[config.mk]
export PLATFORM = sky130hd
export DESIGN_NAME = pwm_reg_bank
export DESIGN_NICKNAME = d
export VERILOG_FILES = /design/src/rtl/pwm_reg_bank.sv
export SDC_FILE = /design/constraint.sdc
export NUM_CORES = 1
export LEC_CHECK = 0
export CAP_MARGIN = 30
export CELL_PAD_IN_SITES_DETAIL_PLACEMENT = 1
export CELL_PAD_IN_SITES_GLOBAL_PLACEMENT = 1
export CORE_UTILIZATION = 35
export CTS_CLUSTER_DIAMETER = 100
export DETAILED_ROUTE_END_ITERATION = 6
export PLACE_DENSITY_LB_ADDON = 0.08
export SKIP_LAST_GASP = 1
export SLEW_MARGIN = 40
export SYNTH_ARGS = -nofsm -noshare
export SYNTH_HDL_FRONTEND = slang
export SYNTH_SLANG_ARGS = --single-unit
export TNS_END_PERCENT = 30
[constraint.sdc]
create_clock -name clk -period 2.2 [get_ports clk]
set_input_delay 0.33 -clock clk [delete_from_list [all_inputs] [get_ports clk]]
set_output_delay 0.33 -clock clk [all_outputs]
set_load 0.02 [all_outputs]
[src/rtl/pwm_reg_bank.sv]
// Register bank behind the SPI slave plus a two-channel PWM generator.
// Duty registers are shadowed and committed to the PWM core on period wrap.
module pwm_reg_bank #(
   parameter int          ADDR_REG_LEN = 3,
   parameter logic [7:0]  ID_VALUE     = 8'hA5
) (
   input  logic                    clk,
   input  logic                    rst_n,
   input  logic [ADDR_REG_LEN-1:0] addr_reg,
   input  logic [7:0]              data_wr,
   input  logic                    wr_en,
   output logic [7:0]              data_rd,
   output logic [1:0]              pwm_out
);

   localparam logic [ADDR_REG_LEN-1:0] A_CTRL  = ADDR_REG_LEN'(0);
   localparam logic [ADDR_REG_LEN-1:0] A_PRE   = ADDR_REG_LEN'(1);
   localparam logic [ADDR_REG_LEN-1:0] A_PER   = ADDR_REG_LEN'(2);
   localparam logic [ADDR_REG_LEN-1:0] A_DUTY0 = ADDR_REG_LEN'(3);
   localparam logic [ADDR_REG_LEN-1:0] A_DUTY1 = ADDR_REG_LEN'(4);
   localparam logic [ADDR_REG_LEN-1:0] A_WRAPS = ADDR_REG_LEN'(5);
   localparam logic [ADDR_REG_LEN-1:0] A_SCR   = ADDR_REG_LEN'(6);
   localparam logic [ADDR_REG_LEN-1:0] A_ID    = ADDR_REG_LEN'(7);

   logic [2:0]      s_q, s_d;
   logic [3:0]      ctrl_q, ctrl_d;
   logic [7:0]      prescale_q, prescale_d;
   logic [7:0]      period_q, period_d;
   logic [1:0][7:0] duty_q, duty_d;
   logic [7:0]      wraps_q, wraps_d;
   logic [7:0]      scratch_q, scratch_d;
   logic [7:0]      pre_q, pre_d;
   logic [7:0]      cnt_q, cnt_d;
   logic [1:0][7:0] act_q, act_d;
   logic [7:0]      data_rd_q, data_rd_d;
   logic [1:0]      pwm_q, pwm_d;

   logic wr_pulse;
   logic run;
   logic tick;
   logic wrap;

   always_comb begin
      s_d        = {s_q[1:0], wr_en};
      ctrl_d     = ctrl_q;
      prescale_d = prescale_q;
      period_d   = period_q;
      duty_d     = duty_q;
      wraps_d    = wraps_q;
      scratch_d  = scratch_q;
      pre_d      = pre_q;
      cnt_d      = cnt_q;
      act_d      = act_q;
      data_rd_d  = 8'h00;
      pwm_d      = 2'b00;

      // rising edge of the synchronized strobe; addr/data are quiet by then
      wr_pulse = s_q[1] & ~s_q[2];
      if (wr_pulse) begin
         case (addr_reg)
            A_CTRL:  ctrl_d     = data_wr[3:0];
            A_PRE:   prescale_d = data_wr;
            A_PER:   period_d   = data_wr;
            A_DUTY0: duty_d[0]  = data_wr;
            A_DUTY1: duty_d[1]  = data_wr;
            A_SCR:   scratch_d  = data_wr;
            default: ;
         endcase
      end

      case (addr_reg)
         A_CTRL:  data_rd_d = {4'h0, ctrl_q};
         A_PRE:   data_rd_d = prescale_q;
         A_PER:   data_rd_d = period_q;
         A_DUTY0: data_rd_d = duty_q[0];
         A_DUTY1: data_rd_d = duty_q[1];
         A_WRAPS: data_rd_d = wraps_q;
         A_SCR:   data_rd_d = scratch_q;
         A_ID:    data_rd_d = ID_VALUE;
         default: data_rd_d = 8'h00;
      endcase

      run  = |ctrl_q[1:0];
      tick = (pre_q == prescale_q);
      // a counter left above a shrunk PERIOD rolls through 255 -> 0
      wrap = tick & ((cnt_q == period_q) | (cnt_q == 8'hFF));

      if (run) begin
         pre_d = tick ? 8'h00 : pre_q + 8'd1;
         if (tick) begin
            cnt_d = wrap ? 8'h00 : cnt_q + 8'd1;
         end
         if (wrap) begin
            act_d   = duty_q;
            wraps_d = wraps_q + 8'd1;
         end
         for (int i = 0; i < 2; i++) begin
            pwm_d[i] = ctrl_q[i] & ((cnt_q < act_q[i]) ^ ctrl_q[i+2]);
         end
      end else begin
         pre_d = 8'h00;
         cnt_d = 8'h00;
         act_d = duty_q;
      end
   end

   always_ff @(posedge clk) begin
      if (!rst_n) begin
         s_q        <= 3'b111;
         ctrl_q     <= 4'h0;
         prescale_q <= 8'h00;
         period_q   <= 8'hFF;
         duty_q     <= '0;
         wraps_q    <= 8'h00;
         scratch_q  <= 8'h00;
         pre_q      <= 8'h00;
         cnt_q      <= 8'h00;
         act_q      <= '0;
         data_rd_q  <= 8'h00;
         pwm_q      <= 2'b00;
      end else begin
         s_q        <= s_d;
         ctrl_q     <= ctrl_d;
         prescale_q <= prescale_d;
         period_q   <= period_d;
         duty_q     <= duty_d;
         wraps_q    <= wraps_d;
         scratch_q  <= scratch_d;
         pre_q      <= pre_d;
         cnt_q      <= cnt_d;
         act_q      <= act_d;
         data_rd_q  <= data_rd_d;
         pwm_q      <= pwm_d;
      end
   end

   assign data_rd = data_rd_q;
   assign pwm_out = pwm_q;

endmodule

==> impl_metrics.py <==
metrics = {
    "status": {
        "status": "finished, final reports clean",
    },
    "yosys": {
        "syn_avg_cell_area_um2": 8.57,
        "synthArstFlopShare_pct": 0,
        "synth-compound-area-share_pct": 14.0,
        "synthFlopType": "dfxtp_1",
        "synthSimpleGateAreaFrac_pct": 22.8,
        "synth_top_family_by_area": "simple AND/OR/NAND/NOR gates",
        "postSynthCellCount": 565,
        "yosysWarnings": 0,
        "synth_fa_ha_area_share_pct": 4.39,
        "synth_nets": 596,
        "synth_edf_count": 0,
        "netlist.area_leader.share_pct": 40.1,
        "synthMuxAreaShare_pct": 10.4,
        "mappedNetlistArea_um2": 4840,
        "ys_seq_elements": 97,
        "ys_types": 52,
        "yosysSeqAreaShare_pct": 40.1,
        "synth_top_cell_by_area": "dfxtp_1",
        "synth_area_leaders": "dfxtp_1, mux2i_1, nand2_1",
        "synth_xor_area_share_pct": 3.98,
    },
    "critical_path": {
        "cp.required_ns": 2.49,
        "endpoint_kind": "flop",
        "path_class": "reg2reg",
        "r2r_slack_ns": 0.15,
        "timing.critical_path.buf_inv": 0,
        "reg2reg_depth": 6,
        "setup.worst_path.end": "wraps_q[2]",
        "startpoint_type": "flop",
        "cp_slowest_cell": "or4_1",
        "arrival_ns": 2.34,
        "crit_fanout": 11,
        "cpLargestDelayFamily": "simple AND/OR/NAND/NOR gates",
        "cp_cell_sequence": "ha_1 > nand3_2 > or3_1 > a21boi_2 > or4_1 > a21boi_1",
        "path_depth": 6,
        "rr_endpoint": "wraps_q[2]",
        "r2r-start": "cnt_q[0]",
        "cp-startpoint": "cnt_q[0]",
        "cpPeakStageDelay_ns": 0.50,
    },
    "power": {
        "netSwitchingPower_uw": 927,
        "combPwrFrac_pct": 6.2,
        "intPower_uw": 2770,
        "leakage_uw": 0.00215,
        "p_clk_share_pct": 45.8,
        "powerDensity_nw_per_um2": 644,
        "power_frac_seq_pct": 48.0,
        "switching_share_pct": 25.0,
        "ir_worst_vdd_mv": 0.477,
    },
    "clocking": {
        "cts_setup_buffers": 0,
        "clock_sink_count": 97,
        "cts_buffers": 9,
        "cts_tree": "built",
        "clk_latency_ns": 0.35,
        "ctsHtreeMaxLevel": 3,
        "cts.reportedPaths.clkPinSlew_ns": 0.07,
        "cts_buffer_depth": 2,
        "cts-root-buf": "clkbuf_16",
        "hold_buffers": 0,
    },
    "placement": {
        "post-dp-hpwl_um": 10800,
        "place_area_um2": 5420,
        "globalplace.congestion": 0.864,
        "numPortBuffers": 23,
    },
    "die": {
        "core_region_area_um2": 13300,
        "dieArea_um2": 14300,
        "std_cell_rows": 42,
        "initial_utilization_pct": 36.3,
        "die-width_um": 120,
        "fp.dieH_um": 120,
        "ioPinCount": 24,
    },
    "sta": {
        "report.final.slew_viol_count": 0,
        "period_share_pct": 93.0,
        "fin_tns_setup_ns": 0,
        "hold_ws_ns": 0.365,
        "max_slew_margin_pct": 58.9,
        "fin_worst_skew_ns": 0.00437,
        "rsz0062_at_grt": "true",
        "min_period_ns": 2.05,
        "timing_hold_violations_final": 0,
        "setup_viol": 0,
        "tightest_slew_ns": 0.612,
        "max_freq_ghz": 0.489,
    },
    "final_layout": {
        "final_common_cell": "dfxtp_1",
        "num_antenna_cells": 0,
        "drive_gt1_share_pct": 10.2,
        "final_cell_mix": "dfxtp_1, nand2_1, mux2i_1, nor2b_1, buf_4",
        "fin_util_pct": 43.0,
        "syn2layout_area_growth_pct": 18.6,
        "fin_area_um2": 5740,
        "final_nets": 631,
    },
    "global_routing": {
        "track_usage_pct": 21.8,
        "grt-ovfl-total": 0,
        "grt_pass1_vias": 4351,
        "grt_max_degree": 67,
        "grt_antenna_before_repair": 0,
        "grt_pass1_wl_um": 23500,
    },
    "route": {
        "ant_nets": 0,
        "wl_um": 14600,
        "vias_per_cell": 5.27,
        "routedWlPerCell_um": 18.7,
        "drt_first_pass_iters": 4,
        "drtIter0Drc": 239,
        "num_vias": 4115,
        "drc_errors": 0,
    },
    "min_path": {
        "min_path_type": "in2reg",
    },
    "flow_run": {
        "cap_violations": 0,
    },
}
[per-layer routing]
metal  global-route usage [%]  share of wire (%)
met5                        0                  0
met2                     36.2                 47
met3                     3.28                2.8
met4                     8.59                2.1
met1                     28.5                 48
[worst min path at each step]
stage	start	to	slack (ns)	cells after the start
5_1_grt	rst_n	wraps_q[3]	0.38	2
4_1_cts	rst_n	wraps_q[3]	0.36	2
2_1_floorplan	s_q[0]	s_q[1]	0.39	1
3_3_place_gp	s_q[0]	s_q[1]	0.40	1
6_report	rst_n	wraps_q[3]	0.36	2
3_5_place_dp	s_q[0]	s_q[1]	0.40	1
[registers in the layout, indices dropped and copies added (netlist names)]
name,count
cnt_q,8
s_q,3
data_rd,8
duty_q,16
ctrl_q,4
period_q,8
wraps_q,8
pwm_out,2
act_q,16
prescale_q,8
scratch_q,8
pre_q,8
[worst register-to-register path: cells and delay by family, from the launching register on]
| family | cells | cell delay (ns) |
|---|---|---|
| and+or+nand+nor | 3 | 1.04 |
| AOI/OAI and AO/OA | 2 | 0.38 |
| DFF | 1 | 0.34 |
| adders and majority gates | 1 | 0.22 |
[cell families after synthesis]
| family | Yosys count |
|---|---|
| buf+inv | 51 |
| fa+ha+maj | 17 |
| xor+xnor | 22 |
| flops | 97 |
| mux | 50 |
| compound gates | 102 |
| simple gates | 226 |
[what timing repair did]
action / in CTS / in global routing
resized for setup: 0 / 2
hold endpoints to repair: 0 / 0
endpoints found under the setup margin: 0 / 11
[final cells by class]
class | instances | area (um^2)
clock buffers | 9 | 225
clock inverters | 7 | 86.3
fillers | 1601 | 7600
inverters | 19 | 71.3
multi-input cells | 417 | 2700
flip-flops and latches | 97 | 1940
well taps | 176 | 220
repair buffers | 56 | 498
[cell usage after synthesis (all sizes together), types with 3 or more instances]
cell / instances
mux2i: 46
inv: 19
o31a: 3
o211ai: 7
o22ai: 3
ha: 17
nor2b: 32
and3: 4
o21ai: 23
a21boi: 18
buf: 4
clkbuf: 28
a21o: 6
xor2: 21
nor2: 24
mux2: 4
nor3: 5
nand2: 94
nor4: 9
dfxtp: 97
nand4: 7
a211oi: 4
a21oi: 19
or3: 4
nand2b: 12
a22oi: 5
nand3: 28
[per-stage QoR]
stage,worst slack [ns],power [uW],instances
after detailed placement,0.0892,2050,765
after global placement,0.162,2050,765
after CTS,0.0512,3740,781
final,0.153,3700,781
after floorplan,0.235,1940,565
after global routing,-0.0229,3820,781
[power by group through the flow]
stage	Clock, uW	Combinational [uW]	Sequential [uW]
6_report	1690	229	1780
5_1_grt	1800	247	1780
4_1_cts	1730	230	1780
3_5_place_dp	0	229	1820
3_3_place_gp	0	227	1820
2_1_floorplan	0	110	1820
Power figures use the tool's default switching activity.
